**config.mk**
```make
export PLATFORM = sky130hd
export DESIGN_NAME = binary_up_counter
export DESIGN_NICKNAME = d
export VERILOG_FILES = /design/src/rtl/binary_up_counter.sv
export SDC_FILE = /design/constraint.sdc
export NUM_CORES = 1
export LEC_CHECK = 0
export BUFFER_PORTS_ARGS = -buffer_cell sky130_fd_sc_hd__buf_2
export CAP_MARGIN = 10
export CORE_AREA = 2 2 39 41
export CTS_CLUSTER_DIAMETER = 50
export DETAILED_ROUTE_END_ITERATION = 6
export DIE_AREA = 0 0 41 43
export MAX_ROUTING_LAYER = met4
export PLACE_DENSITY = 0.38
export SYNTH_ARGS = -nofsm -noshare
export SYNTH_HDL_FRONTEND = slang
export SYNTH_SLANG_ARGS = --single-unit
export TNS_END_PERCENT = 20
```
**constraint.sdc**
```tcl
create_clock -name clk -period 2 [get_ports clk]
set_clock_uncertainty 0.1 [all_clocks]
set_input_delay 0.2 -clock clk [delete_from_list [all_inputs] [get_ports clk]]
set_output_delay 0.2 -clock clk [all_outputs]
set_load 0.02 [all_outputs]
```
**src/rtl/binary_up_counter.sv**
```systemverilog
// Free-running binary up-counter with asynchronous active-low reset.
// Counts RESET_VAL..MAX_COUNT and wraps back to RESET_VAL.
module binary_up_counter #(
   parameter int WIDTH     = 4,
   parameter int RESET_VAL = 0,
   parameter int MAX_COUNT = (2**WIDTH) - 1
) (
   input  logic             clk,
   input  logic             rst_n,
   output logic [WIDTH-1:0] cnt
);

   if (WIDTH < 1) begin : g_bad_width
      $error("binary_up_counter: WIDTH must be at least 1");
   end
   if (MAX_COUNT > (2**WIDTH) - 1) begin : g_bad_max
      $error("binary_up_counter: MAX_COUNT does not fit in WIDTH bits");
   end
   if (RESET_VAL > MAX_COUNT) begin : g_bad_reset
      $error("binary_up_counter: RESET_VAL exceeds MAX_COUNT");
   end

   localparam logic [WIDTH-1:0] RESET_V = WIDTH'(RESET_VAL);
   localparam logic [WIDTH-1:0] MAX_V   = WIDTH'(MAX_COUNT);

   logic [WIDTH-1:0] cnt_q;
   logic [WIDTH-1:0] cnt_d;

   // Increment stays at WIDTH bits; carry out of the top bit is dropped.
   always_comb begin
      cnt_d = cnt_q + WIDTH'(1);
      if (cnt_q == MAX_V) begin
         cnt_d = RESET_V;
      end
   end

   always_ff @(posedge clk or negedge rst_n) begin
      if (!rst_n) begin
         cnt_q <= RESET_V;
      end else begin
         cnt_q <= cnt_d;
      end
   end

   assign cnt = cnt_q;

endmodule

```
After elaboration in Yosys (flattened, before gate mapping). Index checks and enable logic that the tools add are counted.

Register bits: 4. Input bits: 2. Output and inout port bits: 4.

$add $sub $neg: 1. Eq/ne operators: 1. Multiplexer cells: 1.

Operators by type and width (count): $add 4x1->4 const B (1); $eq 4x4->1 const B (1); $mux 4 (1).

Depth between registers and ports, before layout. Gate-level depths: netlist of run 1.

Depth in word-level cells: 2. Mapped depth: 3. Mapped depth without buffers: 3.

Least setup slack after synthesis of run 1. No wires, ideal clock.

Path type: register to register. Start: reg cnt_q[0], in the netlist cnt[0]. End: reg cnt_q[3], in the netlist cnt[3]. Cell stages (with the launch flop): 4. Buffers on the path: 0. Slack: 779 ps. Data arrival time: 994 ps. Library setup time: 126 ps. Required time: 1774 ps. Path through: dfrtp_1 -> ha_1 -> inv_1 -> a311o_1.

Word-level cells in the longest chain between the ends: 2.

RTL lines: from (decl) (RTL line 26) `logic [WIDTH-1:0] cnt_q;`; from (signal assigned) (RTL line 41) `cnt_q <= cnt_d;`; $add 4x1->4 / $eq 4x4->1 (equally long branches) (RTL line 31, 32); $mux 4 (*) (RTL line 32) `if (cnt_q == MAX_V) begin`; named net cnt_d[3] (RTL line 27) `logic [WIDTH-1:0] cnt_d;`.

Mark *: on every way through the listed nets, which the timed path passes. The rest lies on a longest branch.

Worst setup path after layout of run 1. Ends and elaborated chain as after synthesis.

==> results of run 1 <==
## area by class of cell
class                           instances  area [sq um]  area share [%]
Clock buffer                            3          22.5            9.33
Inverter                                1          3.75            1.55
Multi-Input combinational cell          7          60.1            24.9
Tap cell                               16          20.0            8.29
Timing Repair Buffer                    6          35.0            14.5
Sequential cell                         4           100            41.5
## repair_timing
action	in CTS	in global routing
hold buffers	1	0
buffers inserted	0	0
resized for setup	0	0
endpoints found under the hold margin	4	0
## Yosys cell counts
cell	count
inv_1	1
and4b_1	1
xor2_1	1
ha_1	1
and2b_2	1
a31oi_1	1
nand2_1	1
a311o_1	1
dfrtp_1	4
## critical path, delay by kind of cell (launching register included)
kind	cells	cell delay, ps
AND/OR/NAND/NOR	1	220
AO/OA/AOI/OAI	1	310
flip-flops	1	410
## logic make-up (layout without fill, tap and decap cells)
kind of cell | after synthesis | after routing | synth area share (%)
simple gates | 3 | 3 | 13.7
xor+xnor | 1 | 1 | 5.34
compound gates | 2 | 2 | 9.93
flops | 4 | 4 | 61.1
fa+ha+maj | 1 | 1 | 7.63
buf+inv | 1 | 10 | 2.29
## where the power goes
group / internal [mW] / switching (mW) / total, mW
Combinational: 0.00199 / 0.00174 / 0.00373
Clock: 0.0670 / 0.0312 / 0.0982
Sequential: 0.0814 / 0 / 0.0814
Total: 0.150 / 0.0329 / 0.183
## routing by layer
metal | part of all wire (%) | track usage (%)
met5 | 0 | -
met1 | 50 | 4.53
met4 | 0 | 8.00
met2 | 37 | 4.06
met3 | 13 | 4.71
## final timing paths
path,from,end,slack (ps),cells past startpoint
min in group clk,cnt[0],cnt[0],410,1
max in group asynchronous,rst_n,cnt[2],1470,2
max,cnt[0],cnt[3],840,2
min,rst_n,cnt[3],210,2
min reg2reg,cnt[0],cnt[0],410,1
max reg2reg,cnt[0],cnt[3],840,2
==> flow_metrics.py, run 1 <==
metrics = {
    "run_status": {
        "outcome": "completed",
    },
    "synth": {
        "ys_ff_latch": 4,
        "avgSynthCellArea_sq_um": 13.7,
        "yosysUniqueCellTypes": 9,
        "yosysTopAreaCell": "dfrtp_1",
        "synth_nets": 15,
        "seq_area_frac_synth_pct": 61.1,
        "synth_top_area_share_pct": 61.1,
        "netlist_instances": 12,
        "yosys_warnings": 0,
        "netlist_top_cells_area": "dfrtp_1 (61%), ha_1 (7.6%), a311o_1 (6.1%), and4b_1 (6.1%), and2b_2 (5.3%)",
        "netlist_area_sq_um": 164,
    },
    "route": {
        "drc_errors": 0,
        "wl_microns": 303,
        "ant_nets": 0,
        "drt-vias-per-instance": 3.49,
        "wl_per_cell_microns": 8.19,
        "vias": 129,
        "drt_first_pass_iters": 1,
        "first_iter_violations": 0,
    },
    "global_route": {
        "antenna_found_initial": 0,
        "gr-total-overflow": 0,
        "grt_max_degree": 6,
        "grt_usage_pct": 4.95,
        "grt_pass1_vias": 116,
        "grt_pass1_wl_microns": 448,
    },
    "sta": {
        "slew_viol_final": 0,
        "rsz0062_at_grt": "false",
        "setup_violations": 0,
        "hold_viol": 0,
        "setup_tns_ps": 0,
        "fin_crit_sh_pct": 58.0,
        "timing.hold.ws_ps": 214,
        "worst_pin_slew_ps": 158,
        "finalWorstSetupSlack_ps": 841,
        "max_clock_freq_mhz": 863,
        "slew_headroom_pct": 89.5,
        "min_period_ps": 1160,
    },
    "layout": {
        "syn2layout_area_growth_pct": 47.3,
        "finish.utilization_pct": 17.5,
        "n_fill_cell": 152,
        "finalNetCount": 26,
        "final_common_cell": "buf_2",
        "final_cells": 37,
        "layout-drive-gt1-share_pct": 42.9,
        "fin_area_sq_um": 241,
        "n_antenna_cell": 0,
        "final_cell_mix": "buf_2 (5), dfrtp_1 (4), clkbuf_4 (3)",
        "largest_register_ffs": 4,
    },
    "placement": {
        "gp_congestion": 0.497,
        "dpl_worst_slack_ps": 844,
        "dpl.cell_count": 33,
        "portBuffers": 5,
        "dpl_cell_area_sq_um": 209,
    },
    "power_and_ir_drop": {
        "vdd_drop_max_mv": 0.114,
        "total_power_mw": 0.183,
        "p_leak_nw": 0.127,
        "power.density_nw_per_um2": 759,
    },
    "floorplanning": {
        "initial_core_util_pct": 11.8,
        "die_h_microns": 43,
        "core_sq_um": 1380,
        "die_w_microns": 41,
        "ioPinCount": 6,
        "dieArea_sq_um": 1760,
        "rows": 14,
    },
    "clocking": {
        "cts_buffers": 3,
        "insertion_delay_ps": 230,
        "path_clk_slew_ps": 40,
        "cts_root_buf": "clkbuf_4",
        "htree_levels": 1,
        "cts_tree": "yes",
        "cts_buffer_depth": 2,
        "clock-sinks": 4,
    },
    "critical_path": {
        "end_kind": "register",
        "cpMaxStageDelayCell": "dfrtp_1",
        "critical_path_class": "reg2reg",
        "crit_required_ps": 2010,
        "crit_arrival_ps": 1170,
        "critPathLaunchType": "register",
        "cp_max_fo": 5,
        "crit_path_max_incr_delay_ps": 410,
        "crit_chain": "and4b_1 -> a311o_1",
    },
    "run": {
        "maxCapViolations": 0,
    },
    "worst_hold_path": {
        "hold_class": "in2async",
    },
}
Note: power is estimated with default switching activity, not from simulation.
==> inputs of run 2 (changes only) <==
==> constraint.sdc (replaced) <==
create_clock -name clk -period 0.95 [get_ports clk]
set_clock_uncertainty 0.1 [all_clocks]
set_input_delay 0.095 -clock clk [delete_from_list [all_inputs] [get_ports clk]]
set_output_delay 0.095 -clock clk [all_outputs]
set_load 0.02 [all_outputs]
==> run 2 against run 1 <==
Compared with the run above:
- the run now ends with setup timing left
- combinational power rose by 100%
- routed wire length rose by 12%
- utilization rose by 2.5 points
- global-route usage rose by 0.52 points
- via count rose by 2.3%
- first-iteration DRC count rose by 2
- non-clock buffer count rose by 2
- cell area rose by 15%
- maximum frequency rose by 3.0%
- die area did not move
- sequential cell count did not move
- critical endpoint unchanged
- largest cell class unchanged
- highest routed layer unchanged
==> flow_metrics.py, run 2 (synthesized netlist as in run 1, its figures left out) <==
metrics = {
    "run_status": {
        "outcome": "complete, but fails checks",
        "violations": "setup timing",
    },
    "layout": {
        "finalNetCount": 28,
        "final_common_cell": "dfrtp_2",
        "register_area_sq_um": 105,
        "multi_input_area_sq_um": 62.6,
        "syn2layout_area_growth_pct": 68.7,
        "finish.utilization_pct": 20.0,
        "layout-drive-gt1-share_pct": 69.6,
        "n_antenna_cell": 0,
        "final_cell_mix": "dfrtp_2 (4), clkbuf_4 (3), buf_2 (3)",
        "fin_area_sq_um": 277,
        "n_fill_cell": 150,
        "largest_register_ffs": 4,
    },
    "route": {
        "wl_per_cell_microns": 8.67,
        "wl_microns": 338,
        "drt-vias-per-instance": 3.38,
        "drc_errors": 0,
        "ant_nets": 0,
        "vias": 132,
        "drt_first_pass_iters": 2,
        "first_iter_violations": 2,
    },
    "critical_path": {
        "cpMaxStageDelayCell": "dfrtp_2",
        "end_kind": "register",
        "r2r_start": "cnt[3]",
        "critPathLaunchType": "register",
        "crit_required_ps": 970,
        "crit_chain": "and2b_2 -> a311o_1",
        "cp_max_fo": 4,
        "crit_arrival_ps": 1150,
        "critical_path_class": "reg2reg",
        "r2r_cells": 2,
        "regToRegSetupSlack_ps": -180,
        "worst_r2r_endpoint": "cnt[3]",
        "crit_path_max_incr_delay_ps": 410,
    },
    "sta": {
        "slew_headroom_pct": 92.1,
        "hold_viol": 0,
        "min_period_ps": 1130,
        "rsz0062_at_grt": "true",
        "worst_pin_slew_ps": 118,
        "fin_crit_sh_pct": 118,
        "setup_violations": 6,
        "setup_tns_ps": -444,
        "slew_viol_final": 0,
        "max_clock_freq_mhz": 888,
        "finalWorstSetupSlack_ps": -176,
    },
    "worst_hold_path": {
        "hold_class": "in2async",
    },
    "clocking": {
        "path_clk_slew_ps": 40,
        "clock-sinks": 4,
        "cts_buffers": 3,
        "cts_tree": "yes",
        "htree_levels": 1,
        "cts_buffer_depth": 2,
        "cts_root_buf": "clkbuf_4",
        "insertion_delay_ps": 240,
    },
    "global_route": {
        "grt_pass1_wl_microns": 517,
        "grt_usage_pct": 5.46,
        "grt_pass1_vias": 134,
        "gr-total-overflow": 0,
        "grt_max_degree": 6,
        "antenna_found_initial": 0,
    },
    "power_and_ir_drop": {
        "power.density_nw_per_um2": 1440,
        "total_power_mw": 0.399,
        "vdd_drop_max_mv": 0.465,
        "p_leak_nw": 0.132,
    },
    "floorplanning": {
        "ioPinCount": 6,
        "rows": 14,
        "initial_core_util_pct": 11.8,
        "die_w_microns": 41,
        "dieArea_sq_um": 1760,
        "die_h_microns": 43,
        "core_sq_um": 1380,
    },
    "placement": {
        "portBuffers": 5,
        "dpl_worst_slack_ps": -186,
        "gp_congestion": 0.585,
        "dpl_cell_area_sq_um": 221,
    },
    "run": {
        "maxCapViolations": 0,
    },
}
-- run 2: cell types whose count changed in the layout (fill, tap and decap cells not counted) --
cell,change
buf_2,-2
buf_4,+2
buf_6,+2
dfrtp_1,-4
dfrtp_2,+4
ha_1,-1
ha_2,+1
-- run 2: layer usage --
metal	vias to the layer above	wire length (microns)	track usage, %
li1	66	-	-
met1	58	183	5.50
met2	8	108	4.69
met3	0	46	7.85
met4	0	0	4.00
met5	-	0	-
-- run 2: how the worst max path moves through the flow --
stage,cells after the start,start,slack [ps],endpoint
after floorplan,2,cnt[2],-220,cnt[3]
after CTS,2,cnt[3],-180,cnt[3]
final,2,cnt[3],-180,cnt[3]
after detailed placement,2,cnt[3],-190,cnt[3]
after global placement,2,cnt[3],-180,cnt[3]
after global routing,2,cnt[3],-210,cnt[3]
-- run 2: timing repair --
action / 4_1_cts / 5_1_grt
hold buffers: 1 / 0
pin swaps: 0 / 0
endpoints found under the setup margin: 7 / 7
gates resized for setup: 1 / 4
setup buffers: 1 / 0
endpoints found under the hold margin: 4 / 0
-- run 2: critical path, delay by kind of cell, from the launching register on --
| family | cells | cell delay (ps) |
|---|---|---|
| AOI/OAI and AO/OA | 1 | 310 |
| DFF | 1 | 410 |
| and+or+nand+nor | 1 | 190 |
-- run 2: area by class of cell --
class | count | share of cell area, %
Inverter | 1 | 1.36
Multi-Input combinational cell | 7 | 22.6
Clock buffer | 3 | 8.14
Tap cell | 16 | 7.24
Sequential cell | 4 | 38.0
Timing Repair Buffer | 8 | 22.6
-- run 2: per-stage QoR --
step	hold slack, ps	cells
floorplan	-301	12
global placement	-195	34
detailed placement	-196	34
CTS	91.4	39
global route	101	39
finish	85.7	39
-- run 2: where the power goes --
group          total, mW  internal, mW  switching [mW]
clock network      0.220         0.142          0.0782
logic            0.00763       0.00417         0.00346
registers          0.171         0.171               0
